==> src/rtl/tx_sample_pacer.sv <==
// Paces TX FIFO samples into the serializer with a programmable idle gap and counts underruns.
// Optional build macro TX_PACER_ZERO_FILL_EN: on underrun, present zero samples instead of idling.
module tx_sample_pacer #(
    parameter int unsigned DATA_W = 32,
    parameter int unsigned GAP_W  = 4,
    parameter int unsigned UCNT_W = 8
) (
    input  logic              i_sys_clk,
    input  logic              i_rst,
    input  logic              i_enable,
    input  logic [GAP_W-1:0]  i_sample_gap,
    input  logic              i_fifo_empty,
    input  logic [DATA_W-1:0] i_fifo_data,
    output logic              o_fifo_pull,
    output logic [DATA_W-1:0] o_sample_data,
    output logic              o_sample_valid,
    input  logic              i_sample_ready,
    input  logic              i_clear_stats,
    output logic [UCNT_W-1:0] o_underrun_cnt,
    output logic              o_busy
);

    typedef enum logic [2:0] {
        StIdle,
        StReq,
        StWait,
        StPresent,
        StGap
    } state_e;

    localparam logic [GAP_W-1:0]  GapOne  = GAP_W'(1);
    localparam logic [UCNT_W-1:0] UcntMax = '1;

    state_e            state_q, state_d, slot_state;
    logic [GAP_W-1:0]  gap_cnt_q;
    logic [UCNT_W-1:0] ucnt_q;
    logic [DATA_W-1:0] data_q;
    logic              pull_q, valid_q, busy_q;
    logic              decide, underrun;

    // Where the next sample slot goes once the current one (and its gap) is done
    always_comb begin
        slot_state = StIdle;
        if (i_enable && !i_fifo_empty) begin
            slot_state = StReq;
        end else if (i_enable) begin
`ifdef TX_PACER_ZERO_FILL_EN
            slot_state = StPresent;
`else
            slot_state = StIdle;
`endif
        end
    end

    always_comb begin
        state_d = state_q;
        decide  = 1'b0;
        unique case (state_q)
            StIdle: begin
                if (i_enable && !i_fifo_empty) state_d = StReq;
            end
            StReq:  state_d = StWait;
            StWait: state_d = StPresent;
            StPresent: begin
                if (i_sample_ready) begin
                    if (i_sample_gap != '0) begin
                        state_d = StGap;
                    end else begin
                        decide  = 1'b1;
                        state_d = slot_state;
                    end
                end
            end
            StGap: begin
                if (!i_enable) begin
                    state_d = StIdle;
                end else if (gap_cnt_q == GapOne) begin
                    decide  = 1'b1;
                    state_d = slot_state;
                end
            end
            default: state_d = StIdle;
        endcase
    end

    assign underrun = decide && i_enable && i_fifo_empty;

    always_ff @(posedge i_sys_clk or posedge i_rst) begin
        if (i_rst) begin
            state_q   <= StIdle;
            gap_cnt_q <= '0;
            ucnt_q    <= '0;
            data_q    <= '0;
            pull_q    <= 1'b0;
            valid_q   <= 1'b0;
            busy_q    <= 1'b0;
        end else begin
            state_q <= state_d;
            pull_q  <= (state_d == StReq);
            valid_q <= (state_d == StPresent);
            busy_q  <= (state_d != StIdle);

            if (state_q == StWait) begin
                data_q <= i_fifo_data;
            end
`ifdef TX_PACER_ZERO_FILL_EN
            else if (underrun) begin
                data_q <= '0;
            end
`endif

            if (state_q == StPresent && i_sample_ready) begin
                gap_cnt_q <= i_sample_gap;
            end else if (state_q == StGap) begin
                gap_cnt_q <= i_enable ? gap_cnt_q - GapOne : '0;
            end

            // Clear takes priority over a coincident underrun
            if (i_clear_stats) begin
                ucnt_q <= '0;
            end else if (underrun && ucnt_q != UcntMax) begin
                ucnt_q <= ucnt_q + UCNT_W'(1);
            end
        end
    end

    assign o_fifo_pull    = pull_q;
    assign o_sample_valid = valid_q;
    assign o_sample_data  = data_q;
    assign o_busy         = busy_q;
    assign o_underrun_cnt = ucnt_q;

endmodule

==> config.mk <==
export PLATFORM = sky130hd
export DESIGN_NAME = tx_sample_pacer
export DESIGN_NICKNAME = d
export VERILOG_FILES = /design/src/rtl/tx_sample_pacer.sv
export SDC_FILE = /design/constraint.sdc
export NUM_CORES = 1
export LEC_CHECK = 0
export CORE_UTILIZATION = 66
export CTS_CLUSTER_SIZE = 14
export DETAILED_ROUTE_END_ITERATION = 16
export DONT_BUFFER_PORTS = 1
export PLACE_DENSITY = 0.92
export SYNTH_ARGS = -nofsm -noshare
export SYNTH_HDL_FRONTEND = slang
export SYNTH_SLANG_ARGS = --single-unit
==> constraint.sdc <==
create_clock -name i_sys_clk -period 3.83 [get_ports i_sys_clk]
set_input_delay 0.766 -clock i_sys_clk [delete_from_list [all_inputs] [get_ports i_sys_clk]]
set_output_delay 0.766 -clock i_sys_clk [all_outputs]
set_load 0.005 [all_outputs]
Yosys cells after proc, flatten, opt, wreduce, memory -nomap -nowiden
Cells that the tools add are included.
{ "op_classes": {"div": 0, "multipliers": 0, "magnitude_cmp": 0, "n_shift": 0, "reduce_logical": 11, "n_eq_ne": 8, "bitwise_logic": 0, "add_sub_neg": 2, "mux": 17} }
{ "ops": {"columns": ["cell", "n"], "rows": [
  ["$mux W8", 2],
  ["$mux W3", 5],
  ["$pmux W3 S5", 1],
  ["$mux W4", 3],
  ["$eq A3 B2 Y1 const B", 3],
  ["$add A8 B1 Y8 const B", 1],
  ["$ne A8 B8 Y1 const B", 1],
  ["$eq A3 B1 Y1 const B", 2],
  ["$logic_and A1 B1 Y1", 5],
  ["$mux W1", 5],
  ["$eq A4 B1 Y1 const B", 1],
  ["$reduce_bool A2 Y1", 2],
  ["$reduce_bool A4 Y1", 1],
  ["$sub A4 B1 Y4 const B", 1],
  ["$eq A3 B3 Y1 const B", 1],
  ["$logic_not A3 Y1", 1],
  ["$reduce_bool A3 Y1", 1],
  ["$pmux W1 S2", 1],
  ["$logic_not A1 Y1", 1]
]} }
{ "word_totals": {"latchBits": 0, "word_cells": 45, "romBits": 0, "ram_bits": 0, "output_inout_bits": 43, "memories": 0, "ff_bits": 50, "inputBits": 42} }

Depth between registers and ports, before layout
Gate-level depths: netlist (run 1).
{ "depth": {"word_depth": 9, "depth_mapped": 7, "mapped_depth_nobuf": 6} }

Least setup slack after synthesis (run 1)
Ideal clock, no wire load.
{ "synth_path": {"path_type": "input port to flip-flop", "start": "input port i_sample_gap[0]", "end": "register ucnt_q[4], in the netlist o_underrun_cnt[4]", "setup_slack_ns": 1.442, "setup_time_ns": 0.078, "required_time_ns": 3.752, "cell_stages": 5, "path_buffers": 1, "t_arrival_ns": 2.310, "path_cell_list": "or4_1 -> o22a_1 -> buf_6 -> or4_1 -> a21oi_1"} }
{ "synth_between": {"elab_chain_len": 8} }
{ "synth_rtl": {"columns": ["element", "line_no", "text"], "rows": [
  ["start: declaration", "11", "input logic [GAP_W-1:0] i_sample_gap,"],
  ["$reduce_bool A4 Y1", "66", "if (i_sample_gap != '0) begin"],
  ["$mux W1", "66", null],
  ["$mux W1", "65", "if (i_sample_ready) begin"],
  ["$pmux W1 S2", "58", "unique case (state_q)"],
  ["$logic_and A1 B1 Y1 (2 in a row)", "86", "assign underrun = decide && i_enable && i_fifo_empty;"],
  ["$logic_and A1 B1 Y1", "121", "end else if (underrun && ucnt_q != UcntMax) begin"],
  ["$reduce_bool A2 Y1 (no line)", null, null],
  ["end signal: assignment", "122", "ucnt_q <= ucnt_q + UCNT_W'(1);"],
  ["end: declaration", "36", "logic [UCNT_W-1:0] ucnt_q;"]
]} }
No other way between the ends.
A chain may end at the register's enable or synchronous reset.

Worst setup path in the final report (run 1)
{ "layout_path": {"start": "register gap_cnt_q[1]", "end": "register ucnt_q[6], in the netlist o_underrun_cnt[6]"} }
{ "layout_between": {"elab_chain_len": 8} }
{ "layout_rtl": {"columns": ["element", "line_no", "text"], "rows": [
  ["start: declaration", "35", "logic [GAP_W-1:0] gap_cnt_q;"],
  ["start signal: assignment", "113", "gap_cnt_q <= i_sample_gap;"],
  ["start signal: assignment", "115", "gap_cnt_q <= i_enable ? gap_cnt_q - GapOne : '0;"],
  ["$eq A4 B1 Y1", "77", "end else if (gap_cnt_q == GapOne) begin"],
  ["$mux W1", "77", null],
  ["$mux W1", "75", "if (!i_enable) begin"],
  ["$pmux W1 S2", "58", null],
  ["$logic_and A1 B1 Y1 (2 in a row)", "86", null],
  ["$logic_and A1 B1 Y1", "121", null],
  ["$reduce_bool A2 Y1 (no line)", null, null]
]} }
No other way between the ends.

==> impl_metrics.json, run 1 <==
{
  "reg2reg_slack_ps": 1610,
  "crit_buf_inv": 1,
  "synthTopCellsByCount": "50 x dfrtp_1, 34 x mux2_2, 10 x a21oi_1",
  "die_area_um2": 3620,
  "r2r_start": "gap_cnt_q[1]",
  "wire_per_inst_um": 19.1,
  "grt_antenna_before_repair": 0,
  "synth_top_area_cell": "dfrtp_1",
  "finalHoldViolations": 0,
  "grt_pass1_wl_um": 6850,
  "cp.arrival_ps": 2510,
  "htreeDepth": 2,
  "core_um2": 3130,
  "synth.avg_cell_area_um2": 12.5,
  "start_util_pct": 71.4,
  "vias": 1467,
  "syn_nets": 224,
  "setup_ws_ps": 1610,
  "crit_path_top_delay_cell": "or4_1",
  "synth_ff_type": "dfrtp_1",
  "synthArstFlopShare_pct": 100,
  "syn_inst": 179,
  "path_cells": "inv_1, ha_1, or3b_2, o22a_1, or4_1, a21oi_1",
  "cts_max_path_buffers": 2,
  "tns_ps": 0,
  "io_buffers": 0,
  "cts_sinks": 50,
  "worst_setup_path_end_kind": "flip-flop",
  "cts-root-buf": "clkbuf_4",
  "post_cts_resized": 0,
  "status": "complete, no violations",
  "drv_slew": 0,
  "irDropWorstVdd_mv": 0.508,
  "skew_ps": 5.96,
  "die-height_um": 60.2,
  "regToRegEndpoint": "o_underrun_cnt[6]",
  "holdPathStages": 1,
  "synth-seq-cells": 50,
  "cts_setup_buffers": 0,
  "synth-edff-count": 0,
  "rsz0062_at_grt": "no",
  "max_freq_mhz": 451,
  "post-route-period-util_pct": 57.9,
  "reg2reg_depth": 6,
  "num_io_pins": 85,
  "critPathLaunchType": "flip-flop",
  "drv_cap": 0,
  "hold_buffers": 0,
  "drt-total-wl_um": 4280,
  "rows": 20,
  "critPathMaxStageDelay_ps": 540,
  "ant_nets": 0,
  "final_net_count": 224,
  "multi_input_area_um2": 913,
  "drive_gt1_share_pct": 25.6,
  "synth_top_area_share_pct": 56.0,
  "p_leak_nw": 0.961,
  "maxSlewHeadroom_pct": 35.0,
  "cts_tree": "yes",
  "hold_class": "in2reg",
  "holdPathEnd": "o_underrun_cnt[4]",
  "preCtsSetupSlack_ps": 1370,
  "fin_crit_ps": 2220,
  "via_per_inst": 6.55,
  "clkLatencyLatePin_ps": 360,
  "drt-initial-drc-count": 93,
  "antennaDiodeCount": 0,
  "setup.worst_path.class": "reg2reg",
  "whs_ps": 446,
  "die_w_um": 60.2,
  "fillCellCount": 210,
  "grt_max_degree": 51,
  "cp.required_ps": 4130,
  "globalRoute.totalOverflow": 0,
  "worstHoldStart": "i_clear_stats",
  "clk_pin_slew_ps": 130,
  "cp_top_family": "simple AND/OR/NAND/NOR gates",
  "yosysWarnings": 0,
  "syn2layout_area_growth_pct": 5.49,
  "synth-seq-area-share_pct": 56.0,
  "seqCellArea_um2": 1250,
  "drc": 0,
  "power_density_nw_per_um2": 790,
  "numCtsBuffers": 5,
  "tightest_slew_ps": 974,
  "synth_area_um2": 2230,
  "drt_first_pass_iters": 4,
  "grt_pass1_vias": 1525,
  "setup_viol": 0,
  "fin_util_pct": 75.4,
  "critPathLaunch": "gap_cnt_q[1]",
  "grt_usage_pct": 26.7,
  "yosysUniqueCellTypes": 37,
  "yosysMostFrequentCell": "dfrtp_1",
  "synthTopCellsByArea": "dfrtp_1 56%, mux2_2 17%, a21oi_1 2.2%",
  "dp_hpwl_um": 3030,
  "cp_max_fo": 11,
  "gp_congestion": 0.782
}
[where the power goes]
group | switching [mW] | leakage (nW) | total (mW) | internal, mW
registers | 0.197 | 0.607 | 0.948 | 0.751
logic | 0.224 | 0.295 | 0.534 | 0.310
clock network | 0.160 | 0.0585 | 0.381 | 0.221
[worst max-delay path by stage]
stage,endpoint,depth (start not counted)
6_report,o_underrun_cnt[6],6
5_1_grt,o_underrun_cnt[6],6
4_1_cts,o_underrun_cnt[6],6
3_5_place_dp,o_underrun_cnt[6],4
3_3_place_gp,o_underrun_cnt[4],4
2_1_floorplan,o_underrun_cnt[4],5
[layer usage]
metal	track usage, %	up-vias	wire length (um)
li1	-	655	-
met1	28.4	731	1590
met2	45.2	71	2190
met3	11.9	10	412
met4	11.6	0	95
met5	0	-	0
[cell usage in the layout, fill, tap and decap left out, types with 2 or more instances in the layout]
cell type	netlist	final
bufinv_16	0	2
or3_1	3	3
o21ai_0	9	9
dfrtp_1	50	50
nand2_1	7	7
nor3_1	3	3
nor3b_1	6	5
or4_1	3	3
inv_1	5	4
and4_1	2	2
o22a_1	2	2
nor2_1	6	6
ha_1	3	3
a21oi_1	10	10
nand4b_1	2	2
clkbuf_4	0	5
o31ai_1	2	2
mux2_2	34	34
o211ai_1	2	2
o22ai_1	2	2
nand3_1	4	4
nor2b_1	3	3
[stage by stage]
stage	power [mW]	cells	instance area (um2)
finish	1.86	224	2360
global route	1.97	224	2360
CTS	1.88	224	2360
detailed placement	1.49	216	2250
global placement	1.43	216	2250
floorplan	1.37	179	2230
[cell type report]
| cell class | count | share of cell area (%) |
|---|---|---|
| clock inverter | 2 | 2.55 |
| multi-input combinational | 116 | 38.7 |
| inverter | 5 | 0.796 |
| clock buffer | 6 | 2.18 |
| sequential | 50 | 53.1 |
| tap | 44 | 2.34 |
| timing repair buffer | 1 | 0.318 |
[logic make-up after synthesis]
family                     count (synthesis)  share of synthesized area (%)
buffers and inverters                     13                           3.36
DFF                                       50                           56.0
and+or+nand+nor                           45                           12.2
adders and majority gates                  3                           1.68
AOI/OAI and AO/OA                         33                           9.24
muxes                                     35                           17.6
[state kept, by name, summed over array words and instances, names as in the netlist]
name            count
gap_cnt_q           4
o_busy              1
o_fifo_pull         1
o_sample_data      32
o_sample_valid      1
o_underrun_cnt      8
state_q             3
(Power assumes the default switching activity.)
==> inputs of run 2 (changes only) <==
CORE_UTILIZATION = 62   (was 66)
PLACE_DENSITY = 0.88   (was 0.92)
clock period = 2.22 ns   (was 3.83 ns; I/O delays follow)
==> run 2 against run 1 <==
Against the previous run: the run now ends with hold timing left; worst hold slack got worse by 450 ps; combinational power increased by 81%; critical path depth unchanged; sequential cell count unchanged; wire length decreased by 0.75%; clock power increased by 8.7%; clock-buffer cell count increased by 1; cell count increased by 3.1%; global-route usage decreased by 3.5 points; first-iteration DRC count increased by 130%; sequential share of layout area increased by 0.056 points; critical endpoint unchanged.
==> impl_metrics.json, run 2 (synthesized netlist as in run 1, its figures left out) <==
{
  "finalHoldViolations": 22,
  "ant_nets": 0,
  "grt_pass1_wl_um": 6240,
  "post-route-period-util_pct": 96.9,
  "setup_viol": 0,
  "fin_crit_ps": 2150,
  "cts_tree": "yes",
  "maxSlewHeadroom_pct": 59.2,
  "clkLatencyLatePin_ps": 350,
  "hold_class": "in2async",
  "cts_sinks": 50,
  "die-height_um": 62.0,
  "htreeDepth": 2,
  "drt_first_pass_iters": 4,
  "worst_setup_path_end_kind": "flip-flop",
  "multi_input_area_um2": 922,
  "whs_ps": -7.57,
  "antennaDiodeCount": 0,
  "drc": 0,
  "status": "finished with violations",
  "max_freq_mhz": 465,
  "drt-total-wl_um": 4250,
  "cp.arrival_ps": 2440,
  "seqCellArea_um2": 1250,
  "drv_slew": 0,
  "irDropWorstVdd_mv": 0.712,
  "grt_max_degree": 33,
  "rows": 21,
  "p_leak_nw": 0.962,
  "drive_gt1_share_pct": 27.6,
  "syn2layout_area_growth_pct": 5.38,
  "final_common_cell": "dfrtp_1",
  "power_density_nw_per_um2": 1270,
  "largest_reg_flops": 32,
  "rsz0062_at_grt": "no",
  "dp_hpwl_um": 3140,
  "cp.required_ps": 2510,
  "tightest_slew_ps": 610,
  "drv_cap": 0,
  "fillCellCount": 228,
  "critPathLaunchType": "flip-flop",
  "die_w_um": 62.0,
  "final_net_count": 229,
  "mostFrequentLayoutCells": "50 x dfrtp_1, 34 x mux2_2, 10 x a21oi_1, 9 x o21ai_0, 7 x nand2_1",
  "wire_per_inst_um": 18.4,
  "cp_max_fo": 11,
  "grt_pass1_vias": 1473,
  "io_buffers": 0,
  "clk_pin_slew_ps": 130,
  "via_per_inst": 6.42,
  "cts-root-buf": "clkbuf_4",
  "violations": "hold timing",
  "gp_congestion": 0.751,
  "skew_ps": 7.38,
  "numCtsBuffers": 5,
  "vias": 1483,
  "core_um2": 3390,
  "grt_usage_pct": 23.2,
  "globalRoute.totalOverflow": 0,
  "start_util_pct": 65.9,
  "tns_ps": 0,
  "num_io_pins": 85,
  "drt-initial-drc-count": 218,
  "die_area_um2": 3850,
  "hold_buffers": 0,
  "cts_max_path_buffers": 2,
  "grt_antenna_before_repair": 0,
  "setup.worst_path.class": "reg2reg"
}
==> run 2: changes by cell type in the layout (fill, tap and decap cells not counted) <==
cell       change
buf_4          +5
bufinv_16      -2
clkbuf_1       +1
clkinv_2       +1
o22a_1         -1
o22a_4         +1
==> run 2: final cells by class <==
type	count	area share, %
sequential	50	53.1
multi-input combinational	116	39.2
tap	46	2.44
clock buffer	7	2.34
timing repair buffer	6	1.91
inverter	5	0.797
clock inverter	1	0.213
==> run 2: per-layer routing <==
layer	global-route usage [%]	up-vias	part of all wire (%)
met5	0	-	0
met4	10.5	0	1.3
met3	9.32	6	9.4
met2	40.1	75	51
met1	24.8	736	38
li1	-	666	-
==> run 2: repair_timing <==
| item | 4_1_cts | 5_1_grt |
|---|---|---|
| gates resized for setup | 1 | 1 |
| hold endpoints to repair | 0 | 0 |
| endpoints found under the setup margin | 1 | 2 |
| buffers inserted | 0 | 1 |
| pin swaps | 0 | 0 |
==> run 2: through the flow <==
step           instances  power, mW  util, %  worst slack [ps]  area [um2]
6_report             231       2.99     69.5              68.9        2350
5_1_grt              231       3.19     69.5              24.4        2350
4_1_cts              230       3.01     69.0              19.9        2340
3_5_place_dp         222       2.59     67.2              6.13        2280
3_3_place_gp         222       2.50     67.2               151        2280
2_1_floorplan        179       2.37        -               154        2230
==> run 2: path summary, 6_finish.rpt <==
| check | start | slack [ps] | end | cells past startpoint |
|---|---|---|---|---|
| min in group i_sys_clk | i_clear_stats | 130 | o_underrun_cnt[0] | 1 |
| worst min-delay path | i_rst | -8 | o_underrun_cnt[6] | 1 |
| max in group asynchronous | i_rst | 1530 | o_sample_data[1] | 2 |
| worst max-delay path | gap_cnt_q[1] | 70 | o_underrun_cnt[6] | 6 |
| worst max register to register | gap_cnt_q[1] | 70 | o_underrun_cnt[6] | 6 |
| worst min register to register | o_sample_data[30] | 550 | o_sample_data[30] | 1 |
==> run 2: critical path, cell delays in order, from the launching register on <==
cell and delay (ps):
dfrtp_1 410, inv_1 70, ha_1 160, or3b_2 500, o22a_4 250, or4_1 520
a21oi_1 180
==> run 2: report_power, final <==
| part | internal, mW | leakage [nW] | switching (mW) |
|---|---|---|---|
| registers | 1.30 | 0.607 | 0.313 |
| logic | 0.566 | 0.320 | 0.403 |
| clock network | 0.154 | 0.0353 | 0.260 |
